--- src/rtl/miinst_queue.sv ---
// miinst_queue: micro-instruction queue between the x86 front-end decoder and
// the decode phase. It is a circular buffer that accepts up to ENQ_N
// micro-instructions per cycle and presents the oldest entry combinationally.
// Optional feature macro: MIQ_BYPASS_EN. When it is defined, an enqueue into an
// empty queue is forwarded straight to the head in the same cycle.

package miinst_pkg;

  typedef enum logic [3:0] {
    MIOP_NOP    = 4'd0,
    MIOP_ALU    = 4'd1,
    MIOP_LOAD   = 4'd2,
    MIOP_STORE  = 4'd3,
    MIOP_BRANCH = 4'd4,
    MIOP_MOVE   = 4'd5
  } miop_t;

  typedef struct packed {
    miop_t       op;
    logic [4:0]  dst;
    logic [4:0]  src1;
    logic [4:0]  src2;
    logic [15:0] imm;
  } miinst_t;

endpackage

module miinst_queue
  import miinst_pkg::*;
#(
  parameter int DEPTH = 8,
  parameter int ENQ_N = 2
) (
  input  logic                         clk,
  input  logic                         rstn,
  input  miinst_t [ENQ_N-1:0]          enq_miinst,
  input  logic    [ENQ_N-1:0]          enq_valid,
  output logic                         enq_ready,
  output miinst_t                      deq_miinst_head,
  output logic                         deq_valid,
  input  logic                         deq_ready,
  input  logic                         flush,
  output logic [$clog2(DEPTH+1)-1:0]   count
);

  localparam int PW = $clog2(DEPTH);
  localparam int CW = $clog2(DEPTH + 1);

  logic [PW-1:0] rd_ptr;
  logic [PW-1:0] wr_ptr;
  miinst_t       mem [DEPTH];

  logic          empty;
  logic          bypass_hit;
  logic          skip_lane0;
  logic          do_deq;
  logic [CW-1:0] n_wr;
  logic [ENQ_N-1:0] lane_wr;
  logic [PW-1:0] lane_slot [ENQ_N];

  assign empty = (count == '0);

  // Readiness looks only at registered occupancy, so a same-cycle dequeue
  // never opens room for an enqueue until the following cycle.
  assign enq_ready = (DEPTH - int'(count)) >= ENQ_N;

`ifdef MIQ_BYPASS_EN
  assign bypass_hit = empty && enq_valid[0] && !flush;
`else
  assign bypass_hit = 1'b0;
`endif

  // A bypassed lane 0 that the consumer takes this cycle is never stored.
  assign skip_lane0 = bypass_hit && deq_ready;

  assign deq_valid  = !empty || bypass_hit;

  // Only a stored entry can be popped; the bypassed entry is handled above.
  assign do_deq     = deq_ready && !empty;

  // Compact valid lanes onto consecutive slots starting at the write pointer.
  always_comb begin
    n_wr    = '0;
    lane_wr = '0;
    for (int i = 0; i < ENQ_N; i++) begin
      lane_slot[i] = wr_ptr + n_wr[PW-1:0];
      if (enq_ready && !flush && enq_valid[i] && !(i == 0 && skip_lane0)) begin
        lane_wr[i] = 1'b1;
        n_wr       = n_wr + CW'(1);
      end
    end
  end

  // Storage has no reset; its contents only matter behind a valid count.
  always_ff @(posedge clk) begin
    for (int i = 0; i < ENQ_N; i++) begin
      if (lane_wr[i]) begin
        mem[lane_slot[i]] <= enq_miinst[i];
      end
    end
  end

  // Pointer and occupancy bookkeeping; flush wins over enqueue and dequeue.
  always_ff @(posedge clk or negedge rstn) begin
    if (!rstn) begin
      rd_ptr <= '0;
      wr_ptr <= '0;
      count  <= '0;
    end else if (flush) begin
      rd_ptr <= '0;
      wr_ptr <= '0;
      count  <= '0;
    end else begin
      rd_ptr <= rd_ptr + PW'(do_deq);
      wr_ptr <= wr_ptr + n_wr[PW-1:0];
      count  <= count + n_wr - CW'(do_deq);
    end
  end

  // Head is combinational from storage, or the bypassed lane when empty.
  always_comb begin
    deq_miinst_head = '0;
    if (!empty) begin
      deq_miinst_head = mem[rd_ptr];
    end else if (bypass_hit) begin
      deq_miinst_head = enq_miinst[0];
    end
  end

endmodule
--- config.mk ---
export PLATFORM = sky130hd
export DESIGN_NAME = miinst_queue
export DESIGN_NICKNAME = d
export VERILOG_FILES = /design/src/rtl/miinst_queue.sv
export SDC_FILE = /design/constraint.sdc
export NUM_CORES = 1
export LEC_CHECK = 0
export CAP_MARGIN = 10
export CORE_AREA = 2 2 188 190
export CTS_CLUSTER_SIZE = 8
export DETAILED_ROUTE_END_ITERATION = 8
export DIE_AREA = 0 0 190 192
export PLACE_DENSITY = 0.61
export SETUP_SLACK_MARGIN = 0.15
export SYNTH_ARGS = -nofsm -noshare
export SYNTH_HDL_FRONTEND = slang
export SYNTH_SLANG_ARGS = --single-unit
--- constraint.sdc ---
create_clock -name clk -period 7.5 [get_ports clk]
set_input_delay 1.875 -clock clk [delete_from_list [all_inputs] [get_ports clk]]
set_output_delay 1.875 -clock clk [all_outputs]
set_load 0.005 [all_outputs]
After elaboration in Yosys (flattened, before gate mapping)
Memories as Yosys holds them, arrays and structs flattened.
Cells that the tools add are included.
{"block": "totals", "mem_bits_ro": 0, "ff_bits": 10, "ramBits": 280, "mem_count": 1, "latchBits": 0, "in_bits": 76, "out_inout_bits": 41, "elab_cells": 31}
{"block": "classes", "mux": 12, "n_shift": 0, "div": 0, "n_eq_ne": 0, "addsub": 7, "magnitude_cmp": 1, "reduce_logical": 7, "bitwise": 0, "multipliers": 0}
{"memory": "mem", "words": 8, "width": 35, "read_ports": 1, "rd_ports_with_merged_regs": 0, "write_ports": 2, "line": "51", "rtl": "miinst_t mem [DEPTH];"}
{"op": "2-to-1 mux 35 bit", "count": 1}
{"op": "2-to-1 mux 4 bit", "count": 2}
{"op": "2-to-1 mux 1 bit", "count": 7}
{"op": "adder 3 x 1 -> 3 bit", "count": 2}
{"op": "2-to-1 mux 3 bit", "count": 2}
{"op": ">= comparator 5 x 3 -> 1 bit (second input constant)", "count": 1}
{"op": "subtractor 4 x 4 -> 5 bit (first input constant)", "count": 1}
{"op": "adder 4 bit", "count": 1}
{"op": "logical AND 1 bit", "count": 4}
{"op": "zero test 4 bit", "count": 1}
{"op": "subtractor 4 x 1 -> 4 bit", "count": 1}
{"op": "adder 3 bit", "count": 1}
{"op": "adder 1 x 1 -> 2 bit (second input constant)", "count": 1}
{"op": "zero test 1 bit", "count": 2}

Logic depth before layout (Yosys ltp)
{"block": "depth", "word_depth": 10, "ltp_mapped": 16, "mapped_depth_nobuf": 15}

Worst setup path before layout
OpenSTA, ideal clock, no wires.
{"block": "synth_path", "kind": "input -> register", "startpoint": "input port flush", "endpoint": "memory mem[1][0] (netlist bit) (enable)", "cell_stages": 2, "arrival_ns": 5.716, "setup_slack_ns": 1.259, "required_time_ns": 6.975, "cell_sequence": "a21o_1 o41ai_1"}
{"element": "start: declaration", "line": "42", "rtl": "input logic flush,"}
{"element": "end: declaration", "line": "51"}

==> impl_metrics.json <==
{
  "synth_compound_gate_area_share_pct": 2.01,
  "grt_pass1_wl_mm": 54.7,
  "syn2layout_area_growth_pct": 17.1,
  "via_count": 8274,
  "fmax_mhz": 186,
  "first_pass_iters": 5,
  "synth_area_per_cell_um2": 17.7,
  "clock_latency_ns": 0.52,
  "groute.usage.overall_pct": 20.0,
  "status": "completed",
  "p_leak_uw": 0.00586,
  "finalSetupTns_ns": 0,
  "viasPerCell": 5.69,
  "setup_viol": 0,
  "core_area_um2": 34300,
  "totalWireLength_mm": 35.5,
  "yosys.area.top_type": "edfxtp_1",
  "layout_min_cycle_time_ns": 5.38,
  "antenna_found_initial": 0,
  "clk_pin_slew_worst_paths_ns": 0.05,
  "crit_path_end_kind": "flop",
  "worstSetupPathType": "in2reg",
  "ioPinCount": 117,
  "clockBufferDepth": 3,
  "num-fill-cells": 2809,
  "skew_ns": 0.0113,
  "worst_ir_drop_vdd_uv": 161,
  "report.final.hold_viol_count": 0,
  "die_h_um": 192,
  "worstPathArrival_ns": 5.56,
  "critPathLaunchType": "input port",
  "min_path_type": "reg2reg",
  "crit_required_ns": 7.68,
  "ys_seq_area_share_pct": 56.6,
  "ys_warn_count": 0,
  "holdBufCountCts": 0,
  "cts_post_setup_buffers_inserted": 0,
  "fin_area_um2": 17900,
  "layout.nets": 1084,
  "first_global_vias": 9001,
  "numCtsBuffers": 42,
  "start_util_pct": 44.6,
  "synth_top_area_share_pct": 55.0,
  "overflow": 0,
  "synthCells": 863,
  "grt_start_max_net_pins": 46,
  "synthesis.area_um2": 15300,
  "power_per_cell_area_nw_per_um2": 301,
  "async_flop_share_pct": 3.45,
  "relSlewSlack_pct": 18.0,
  "clock-root-buffer": "clkbuf_16",
  "synth_xor_xnor_area_share_pct": 0.344,
  "port_buffers": 116,
  "dieArea_um2": 36500,
  "cp_max_fo": 36,
  "gp_congestion": 0.736,
  "synth-edff-count": 280,
  "synth_adder_area_share_pct": 1.49,
  "ys_seq_elements": 290,
  "numClockSinks": 290,
  "period_share_pct": 71.7,
  "drt_iter0_markers": 461,
  "final_max_slew_viol_count": 0,
  "wl_per_cell_um": 24.5,
  "placed_cell_area_um2": 16800,
  "ctsHtreeMaxLevel": 2,
  "grt_setup_unrepaired": "no",
  "drv_cap": 0,
  "synthSimpleGateAreaFrac_pct": 2.31,
  "rows": 68,
  "synth_area_leaders": "edfxtp_1 (55%), mux2_2 (17%), mux4_2 (10%)",
  "cts_resized": 0,
  "ys.flop_type": "edfxtp_1",
  "diodes": 0,
  "tightest_slew_ns": 1.23,
  "synthDistinctLibCells": 42,
  "place_hpwl_mm": 20.5,
  "tritoncts": "done",
  "synth_top_family_by_area": "multiplexers",
  "synth.most_common_cell": "edfxtp_1",
  "drive_gt1_share_pct": 43.0,
  "synthTopCellsByCount": "edfxtp_1 (280), mux2_2 (231), mux4_2 (70)",
  "antenna_left": 0,
  "die_w_um": 190,
  "syn_nets": 956,
  "drc": 0,
  "muxShareOfSynthArea_pct": 34.1
}
## per-stage QoR
stage	cells	power, uW	setup slack, ns	hold WS [ns]	utilization [%]
after floorplan	863	3140	1.26	0.583	-
after detailed placement	1402	3810	1.63	0.754	49.0
after global placement	1402	3790	1.78	0.768	49.0
final	1453	5400	2.12	0.772	52.2
after global routing	1453	5670	1.92	0.827	52.2
after CTS	1453	5480	2.03	0.770	52.2
## final cells by class
cell class,instances,area [um^2],area share [%]
well taps,455,569,3.18
flip-flops and latches,290,8670,48.4
clock inverters,2,16.3,0.0908
multi-input cells,507,6200,34.6
clock buffers,49,1100,6.13
inverters,14,52.6,0.293
repair buffers,136,1310,7.32
## registers in the layout (all words and copies together), names as in the netlist
signal  cells
count       4
wr_ptr      3
rd_ptr      3
mem       280
## path summary, 6_finish.rpt
path                                           from             endpoint  slack [ns]  cells after the start
worst max register to register   count[0]$_DFF_PN0_  mem[0][8]$_DFFE_PP_        2.41                     13
worst min register to register  wr_ptr[2]$_DFF_PN0_  wr_ptr[2]$_DFF_PN0_        0.77                      2
worst max-delay path                          flush  mem[0][8]$_DFFE_PP_        2.12                     10
worst min-delay path            wr_ptr[2]$_DFF_PN0_  wr_ptr[2]$_DFF_PN0_        0.77                      2
min in group asynchronous                      rstn   count[1]$_DFF_PN0_        1.69                      1
max in group asynchronous                      rstn  rd_ptr[1]$_DFF_PN0_        5.44                      1
## cells by family (layout without fill, tap and decap cells)
logic type      count (synthesis)  after routing
mux                           385            385
simple gates                   74             74
compound gates                 25             25
xor+xnor                        6              6
flops                         290            290
buf+inv                        66            201
fa+ha+maj                      17             17
## layer usage
metal | wire, um | part of all wire [%] | track usage [%]
met2 | 18100 | 51 | 35.1
met4 | 529 | 1.5 | 4.62
met5 | 0 | 0 | 0
met1 | 15800 | 44 | 26.6
met3 | 1200 | 3.4 | 2.50
## critical path, stage by stage
cell and delay [ns]:
clkdlybuf4s50_1 0.68, a21oi_1 0.49, and2_1 0.24, ha_1 0.27, or3b_2 0.46, nor3_1 0.29, o21ai_4 0.09, buf_4 0.31
o21ai_4 0.33, buf_4 0.43
## cells in the final DEF, fill, tap and decap left out, types with 5 or more instances in the layout
cell | synthesis | final
clkbuf_1 | 17 | 6
edfxtp_1 | 280 | 280
mux2_2 | 231 | 231
o21ai_4 | 4 | 6
inv_1 | 14 | 14
mux4_2 | 70 | 70
clkbuf_16 | 0 | 43
mux2_1 | 12 | 12
ha_1 | 15 | 15
nor2b_1 | 6 | 6
dfrtp_1 | 10 | 7
mux2i_1 | 35 | 35
nor2_1 | 42 | 42
mux2_4 | 37 | 37
buf_4 | 0 | 20
clkdlybuf4s50_1 | 0 | 116
nand2_1 | 5 | 5
## report_power, final
| group | internal (uW) | switching (uW) | total [uW] | leakage [uW] |
|---|---|---|---|---|
| clock network | 1010 | 642 | 1660 | 0.000542 |
| registers | 1980 | 141 | 2120 | 0.00266 |
| logic | 885 | 736 | 1620 | 0.00266 |
| total | 3880 | 1520 | 5400 | 0.00586 |
Power figures use the tool's default switching activity.
